## src/rtl/seq_div32by16.sv

```systemverilog
// Sequential radix-2 restoring divider: 2*WIDTH-bit dividend by WIDTH-bit
// divisor. It produces one quotient bit per cycle, with signed or unsigned
// operation chosen per request.
//
// Handshake: an input transfer happens on an edge where in_valid && in_ready.
// An output transfer happens on an edge where out_valid && out_ready.
// in_ready is high only in IDLE and out_valid is high only in DONE, so only
// one division is in flight at a time.

module seq_div32by16 #(
    parameter int WIDTH = 16
) (
    input  logic                 clk,
    input  logic                 rst,
    input  logic                 in_valid,
    output logic                 in_ready,
    input  logic                 is_signed,
    input  logic [2*WIDTH-1:0]   dividend,
    input  logic [WIDTH-1:0]     divisor,
    output logic                 out_valid,
    input  logic                 out_ready,
    output logic [WIDTH-1:0]     quotient,
    output logic [WIDTH-1:0]     remainder,
    output logic                 ovf,
    output logic                 div_zero
);

    localparam int CW = $clog2(WIDTH);
    localparam logic [CW-1:0]    CNT_LAST = CW'(WIDTH - 1);
    localparam logic [WIDTH-1:0] HALF     = {1'b1, {(WIDTH-1){1'b0}}};

    typedef enum logic [1:0] {S_IDLE, S_CALC, S_FIX, S_DONE} state_t;

    state_t           state_q, state_d;
    logic [CW-1:0]    cnt_q, cnt_d;
    logic [WIDTH:0]   rem_q, rem_d;       // partial remainder
    logic [WIDTH-1:0] dvd_q, dvd_d;       // low dividend bits, refilled with quotient bits
    logic [WIDTH-1:0] div_q, div_d;       // |divisor|
    logic             neg_q, neg_d;       // quotient sign
    logic             rsign_q, rsign_d;   // remainder sign (dividend sign)
    logic             sgn_q, sgn_d;       // signed operation
    logic             big_q, big_d;       // upper dividend half >= divisor
    logic [WIDTH-1:0] quotient_q, quotient_d;
    logic [WIDTH-1:0] remainder_q, remainder_d;
    logic             ovf_q, ovf_d;
    logic             dz_q, dz_d;
    logic             in_ready_q, in_ready_d;
    logic             out_valid_q, out_valid_d;

    logic               dvd_neg, div_neg;
    logic [2*WIDTH-1:0] dvd_mag;
    logic [WIDTH-1:0]   div_mag;
    logic [WIDTH+1:0]   shifted, trial;
    logic               fix_ovf;

    // Operand magnitudes, one restoring step, and the final overflow decision.
    always_comb begin
        dvd_neg = is_signed & dividend[2*WIDTH-1];
        div_neg = is_signed & divisor[WIDTH-1];
        dvd_mag = dvd_neg ? -dividend : dividend;
        div_mag = div_neg ? -divisor : divisor;
        shifted = {rem_q, dvd_q[WIDTH-1]};
        trial   = shifted - {2'b00, div_q};
        fix_ovf = big_q | (sgn_q & (neg_q ? (dvd_q > HALF) : dvd_q[WIDTH-1]));
    end

    // Next-state and next-output logic for the IDLE/CALC/FIX/DONE sequence.
    always_comb begin
        state_d     = state_q;
        cnt_d       = cnt_q;
        rem_d       = rem_q;
        dvd_d       = dvd_q;
        div_d       = div_q;
        neg_d       = neg_q;
        rsign_d     = rsign_q;
        sgn_d       = sgn_q;
        big_d       = big_q;
        quotient_d  = quotient_q;
        remainder_d = remainder_q;
        ovf_d       = ovf_q;
        dz_d        = dz_q;
        in_ready_d  = in_ready_q;
        out_valid_d = out_valid_q;

        case (state_q)
            S_IDLE: begin
                if (in_valid) begin
                    sgn_d   = is_signed;
                    neg_d   = dvd_neg ^ div_neg;
                    rsign_d = dvd_neg;
                    rem_d   = {1'b0, dvd_mag[2*WIDTH-1:WIDTH]};
                    dvd_d   = dvd_mag[WIDTH-1:0];
                    div_d   = div_mag;
                    big_d   = (dvd_mag[2*WIDTH-1:WIDTH] >= div_mag);
                    cnt_d   = '0;
                    in_ready_d = 1'b0;
                    if (divisor == '0) begin
                        // Divide by zero skips the iteration entirely.
                        quotient_d  = {WIDTH{1'b1}};
                        remainder_d = dividend[WIDTH-1:0];
                        ovf_d       = 1'b0;
                        dz_d        = 1'b1;
                        out_valid_d = 1'b1;
                        state_d     = S_DONE;
                    end else begin
                        state_d = S_CALC;
                    end
                end
            end
            S_CALC: begin
                if (trial[WIDTH+1]) begin
                    rem_d = shifted[WIDTH:0];
                    dvd_d = {dvd_q[WIDTH-2:0], 1'b0};
                end else begin
                    rem_d = trial[WIDTH:0];
                    dvd_d = {dvd_q[WIDTH-2:0], 1'b1};
                end
                cnt_d = cnt_q + 1'b1;
                if (cnt_q == CNT_LAST) begin
                    state_d = S_FIX;
                end
            end
            S_FIX: begin
                // Apply signs; -0 remainder naturally comes out as 0.
                ovf_d       = fix_ovf;
                dz_d        = 1'b0;
                quotient_d  = fix_ovf ? {WIDTH{1'b0}} : (neg_q ? -dvd_q : dvd_q);
                remainder_d = fix_ovf ? {WIDTH{1'b0}}
                                      : (rsign_q ? -rem_q[WIDTH-1:0] : rem_q[WIDTH-1:0]);
                out_valid_d = 1'b1;
                state_d     = S_DONE;
            end
            S_DONE: begin
                if (out_ready) begin
                    out_valid_d = 1'b0;
                    in_ready_d  = 1'b1;
                    state_d     = S_IDLE;
                end
            end
            default: begin
                state_d     = S_IDLE;
                in_ready_d  = 1'b1;
                out_valid_d = 1'b0;
            end
        endcase
    end

    // State register with synchronous reset; results clear on reset.
    always_ff @(posedge clk) begin
        if (rst) begin
            state_q     <= S_IDLE;
            cnt_q       <= '0;
            rem_q       <= '0;
            dvd_q       <= '0;
            div_q       <= '0;
            neg_q       <= 1'b0;
            rsign_q     <= 1'b0;
            sgn_q       <= 1'b0;
            big_q       <= 1'b0;
            quotient_q  <= '0;
            remainder_q <= '0;
            ovf_q       <= 1'b0;
            dz_q        <= 1'b0;
            in_ready_q  <= 1'b1;
            out_valid_q <= 1'b0;
        end else begin
            state_q     <= state_d;
            cnt_q       <= cnt_d;
            rem_q       <= rem_d;
            dvd_q       <= dvd_d;
            div_q       <= div_d;
            neg_q       <= neg_d;
            rsign_q     <= rsign_d;
            sgn_q       <= sgn_d;
            big_q       <= big_d;
            quotient_q  <= quotient_d;
            remainder_q <= remainder_d;
            ovf_q       <= ovf_d;
            dz_q        <= dz_d;
            in_ready_q  <= in_ready_d;
            out_valid_q <= out_valid_d;
        end
    end

    assign in_ready  = in_ready_q;
    assign out_valid = out_valid_q;
    assign quotient  = quotient_q;
    assign remainder = remainder_q;
    assign ovf       = ovf_q;
    assign div_zero  = dz_q;

endmodule

```

## config.mk

```make
export PLATFORM = sky130hd
export DESIGN_NAME = seq_div32by16
export DESIGN_NICKNAME = d
export VERILOG_FILES = /design/src/rtl/seq_div32by16.sv
export SDC_FILE = /design/constraint.sdc
export NUM_CORES = 1
export LEC_CHECK = 0
export BUFFER_PORTS_ARGS = -buffer_cell sky130_fd_sc_hd__buf_2
export CORE_ASPECT_RATIO = 1.75
export CORE_MARGIN = 3
export CORE_UTILIZATION = 40
export CTS_BUF_LIST = sky130_fd_sc_hd__clkbuf_4
export CTS_CLUSTER_DIAMETER = 200
export DETAILED_ROUTE_END_ITERATION = 8
export GPL_TIMING_DRIVEN = 0
export SLEW_MARGIN = 30
export SYNTH_ARGS = -nofsm -noshare
export SYNTH_HDL_FRONTEND = slang
export SYNTH_SLANG_ARGS = --single-unit
export TNS_END_PERCENT = 1
```

## constraint.sdc

```tcl
create_clock -name clk -period 5 [get_ports clk]
set_input_delay 0.75 -clock clk [delete_from_list [all_inputs] [get_ports clk]]
set_output_delay 0.75 -clock clk [all_outputs]
set_load 0.02 [all_outputs]
```

---- After elaboration in Yosys (flattened, before gate mapping) ----
Index checks and enable logic that the tools add are counted.
word-level totals
  flip-flop bits (word level) ............. 95
  bits of input ports ..................... 53
  output and inout port bits .............. 36
  logic and storage cells ................. 85
cells by class
  $add $sub $neg .......................... 6
  magnitude comparators ................... 2
  eq/ne operators ......................... 8
  multiplexer cells ....................... 37
  bitwise gates (word level) .............. 5
  reductions and logical operators ........ 12
operators by type and width
  cell                                          number
  2-to-1 mux 16 bit                             10
  one-hot mux 16 bit (2 select lines)           3
  negator 16 bit                                3
  2-to-1 mux 17 bit                             2
  one-hot mux 17 bit (2 select lines)           1
  2-to-1 mux 32 bit                             1
  negator 32 bit                                1
  subtractor 18 x 16 -> 18 bit                  1
  greater-or-equal comparator 16 bit            1
  > comparator 16 bit (second input constant)   1
  zero test 16 bit                              1
  2-to-1 mux 1 bit                              9
  AND reduction 3 bit                           3
  2-to-1 mux 2 bit                              4
  != test 2 bit (second input constant)         4
  one-hot mux 2 bit (4 select lines)            1
  one-hot mux 4 bit (2 select lines)            1
  one-hot mux 1 bit (2 select lines)            3
  nonzero test 2 bit                            3
  adder 4 x 1 -> 4 bit (second input constant)  1
  equality test 2 bit (second input constant)   2
  equality test 4 bit (second input constant)   1
  2-to-1 mux 4 bit                              1
  AND reduction 2 bit                           2
  8 further kinds                               10

---- Logic depth before layout (Yosys ltp) ----
  depth after elaboration ................. 6
  gate-level depth with buffers ........... 14
  mapped depth without buffers ............ 14

---- Least setup slack after synthesis ----
OpenSTA, ideal clock, no wires.
  path type ............................... input to register
  start point ............................. input port dividend[7]
  end point ............................... register big_q
  library setup time ...................... 0.117 ns
  arrival ................................. 3.287 ns
  required time ........................... 4.883 ns
  path slack .............................. 1.596 ns
  cell stages on the path ................. 13
  buffers on the path ..................... 1
  path through ............................ or4_1 nor4_1 and2_1 clkbuf_1 a31oi_1 xor2_1 ha_1 a21o_1 a21o_1 a211oi_1 o31ai_1 a31oi_1 nor2_1
between the ends
  longest elaborated chain between the ends .. 3
RTL lines
  item                                line  text
  from (decl)                         18    input logic [2*WIDTH-1:0] dividend,
  negator 32 bit                      60    dvd_mag = dvd_neg ? -dividend : dividend;
  2-to-1 mux 32 bit                   60
  greater-or-equal comparator 16 bit  94    big_d = (dvd_mag[2*WIDTH-1:WIDTH] >= div_mag);
  to (signal assigned)                175   big_q <= big_d;
  to (decl)                           42    logic big_q, big_d;
No other way between the ends.
A chain may end at the register's enable or synchronous reset.

---- Final worst setup path ----
Same ends and word-level chain as after synthesis.

==> metrics.md <==
| Metric | Value |
|---|---|
| Final setup margin | 1.27 ns |
| Largest family of logic cells by synthesized area | compound AO/OA/AOI/OAI gates |
| Share of cells above drive strength 1 | 0.122 |
| Worst path required time | 5.39 ns |
| Register area | 0.00190 mm² |
| WP data arrival | 4.12 ns |
| # Post-CTS Setup Buffers | 0 |
| Total number of yosys warnings | 0 |
| Pre-CTS WS | 0.773 ns |
| # DRC | 0 |
| F_max | 268 MHz |
| Post-synth EDFFs | 0 |
| Via count | 7354 |
| Seq/Total Area, Yosys | 0.267 |
| Largest net degree at the start of global routing | 16 |
| P&R area growth vs syn | 11.4% |
| Fin crit period | 3.73 ns |
| Fin Clk Skew | 0.0240 ns |
| Synth area leader | dfxtp_1 |
| Run status | finished, final reports clean |
| Slowest stage delay, CP | 0.60 ns |
| Cell Area, Synth | 0.00712 mm² |
| Syn Inst Count | 918 |
| Max Slew Vio Count | 0 |
| Die Width | 107 µm |
| Register bit total from synthesis | 95 |
| CTS tree | built |
| Synthesized area per cell | 7.76 µm² |
| Core area | 0.0172 mm² |
| Post-synthesis simple-gate area fraction | 0.215 |
| Initial drt markers | 598 |
| Slew headroom | 0.333 |
| Deepest clock path buffer count | 2 |
| Die height | 183 µm |
| Fin. Hold Viols | 0 |
| DIE AREA | 0.0195 mm² |
| Wire per inst | 21.5 µm |
| List of most frequent post-synthesis cells | nor2_1 (111), dfxtp_1 (95), nand2_1 (63), a21oi_1 (62), xnor2_1 (53) |
| PortBufs | 83 |
| Num CTS Buffers | 9 |
| Post-Synth XOR/XNOR Area | 0.103 |
| Library cells used by synthesis | 68 |
| CTS Hold Bufs | 0 |
| Resize count post-CTS | 0 |
| Router iterations before antenna repair | 5 |
| Ys async rst share | 0 |
| Worst Max-Slew Pin Slew | 0.995 ns |
| Crit end category | register |
| First-pass GRT wire length | 40.5 mm |
| Hold Path Class | reg -> reg |
| Row Count | 63 |
| H-tree Lvls | 3 |
| Cells along the critical path | buf_2, or4_1, nor4_1, and2_1, clkbuf_1, a31oi_1, xor2_1, ha_1, a21o_1, a21o_1, a211oi_1, o31ai_1, a31oi_1, nor2_1 |
| LEAKAGE | 0.00330 µW |
| Grt total ovfl | 0 |
| Adder-Cell Fraction of Synth Area | 0.0748 |
| Worst VDD drop | 559 µV |
| Post-DRT Antenna Nets | 0 |
| Detail Placement HPWL | 22.0 mm |
| Clock transition at path regs | 0.14 ns |
| Skew-Pair Late Insertion Delay | 0.49 ns |
| CP max stage cell | or4_1 |
| RSZ-0062 raised after global routing | no |
| Fillers | 1903 |
| Starting density of the core | 0.414 |
| Top-level I/O count | 89 |
| Setup TNS | 0 ns |
| Number of global-route vias before repair | 7120 |
| Critical path type | in -> reg |
| GP Congestion | 1.02 |
| Cell Pwr Density | 627 mW/mm² |
| Root buf cell | clkbuf_4 |
| Crit start category | primary input |
| Main flop type after synthesis | dfxtp_1 |
| Syn nets | 1013 |
| CTS Sinks | 95 |
| Post-synthesis compound-gate area fraction | 0.262 |
| Overall Global Routing Usage | 0.273 |
| Worst-path maximum fanout | 6 |
| Final wirelength | 26.8 mm |
| Top-area cell type share of the netlist area | 0.267 |
| Count leader, synth | nor2_1 |
| Max-Cap Viols | 0 |
| Final Setup Violations | 0 |
| Initial antenna violation count | 1 |
| Synth top area cells | dfxtp_1 (27%), ha_1 (7.2%), xnor2_1 (6.5%) |
| Fin crit share | 0.747 |
| Nets@finish | 1107 |
| Via density | 5.91 |
| Post-synthesis mux area share | 0.0202 |
| Multi-input logic area | 0.00481 mm² |
## sequential cells by signal, indices dropped and copies added, names as in the netlist, 2 cells and up
| register | flops |
|---|---|
| div_q | 16 |
| dvd_q | 16 |
| rem_q | 17 |
| state_q | 2 |
| cnt_q | 4 |
| quotient | 16 |
| remainder | 16 |
## final cells by class
class                      count  share of cell area
inverter                      46              0.0218
sequential                    95               0.240
multi-input combinational    720               0.607
timing repair buffer          83              0.0523
clock buffer                  10             0.00946
antenna                        1            0.000315
clock inverter                 6             0.00473
buffer                        57              0.0293
tap                          227              0.0358
## report_power, final
group | switching, µW | internal [µW]
combinational | 2050 | 1300
clock | 283 | 105
sequential | 265 | 968
total | 2600 | 2370
## critical path, delay by kind of cell
kind                     cells  cell delay (ns)
AND/OR/NAND/NOR              4             1.28
adder cells (fa/ha/maj)      1             0.32
AO/OA/AOI/OAI                6             1.01
XOR/XNOR                     1             0.41
buffers and inverters        2             0.36
## metrics by stage
stage	power (µW)	utilization	instance area (µm²)	hold WS (ns)	cells
2_1_floorplan	3640	-	7120	0.436	918
3_3_place_gp	4540	0.455	7820	0.447	1228
3_5_place_dp	4560	0.455	7820	0.451	1228
4_1_cts	4950	0.462	7930	0.470	1244
5_1_grt	5370	0.462	7940	0.493	1245
6_report	4970	0.462	7940	0.470	1245
## layout by cell type, fill, tap and decap left out, drive strengths merged, types with 30 or more instances in the layout
cell / count
inv: 46
xnor2: 53
buf: 96
ha: 41
nand2: 63
a21oi: 64
o21ai: 40
nor2: 111
clkbuf: 54
nor3: 30
dfxtp: 95
xor2: 31
## kinds of logic after synthesis
family	after synthesis
xor gates and xnor gates	84
AOI/OAI and AO/OA	271
muxes	14
DFF	95
adders and majority gates	42
and+or+nand+nor	309
buffers and inverters	103
## per-layer routing
metal	up-vias	part of all wire	global-route usage
met5	-	0	0
met4	0	0.085	0.212
met3	85	0.043	0.0312
met2	247	0.53	0.506
met1	3466	0.35	0.269
li1	3556	-	-
## worst paths after layout
| check | start | to | slack (ns) | depth (start not counted) |
|---|---|---|---|---|
| setup / recovery | dividend[7] | big_q | 1.27 | 14 |
| setup reg to reg | dvd_q[2] | remainder[14] | 1.85 | 8 |
| hold / removal | div_q[15] | div_q[15] | 0.47 | 2 |
| hold reg to reg | div_q[15] | div_q[15] | 0.47 | 2 |
(Power assumes the default switching activity.)
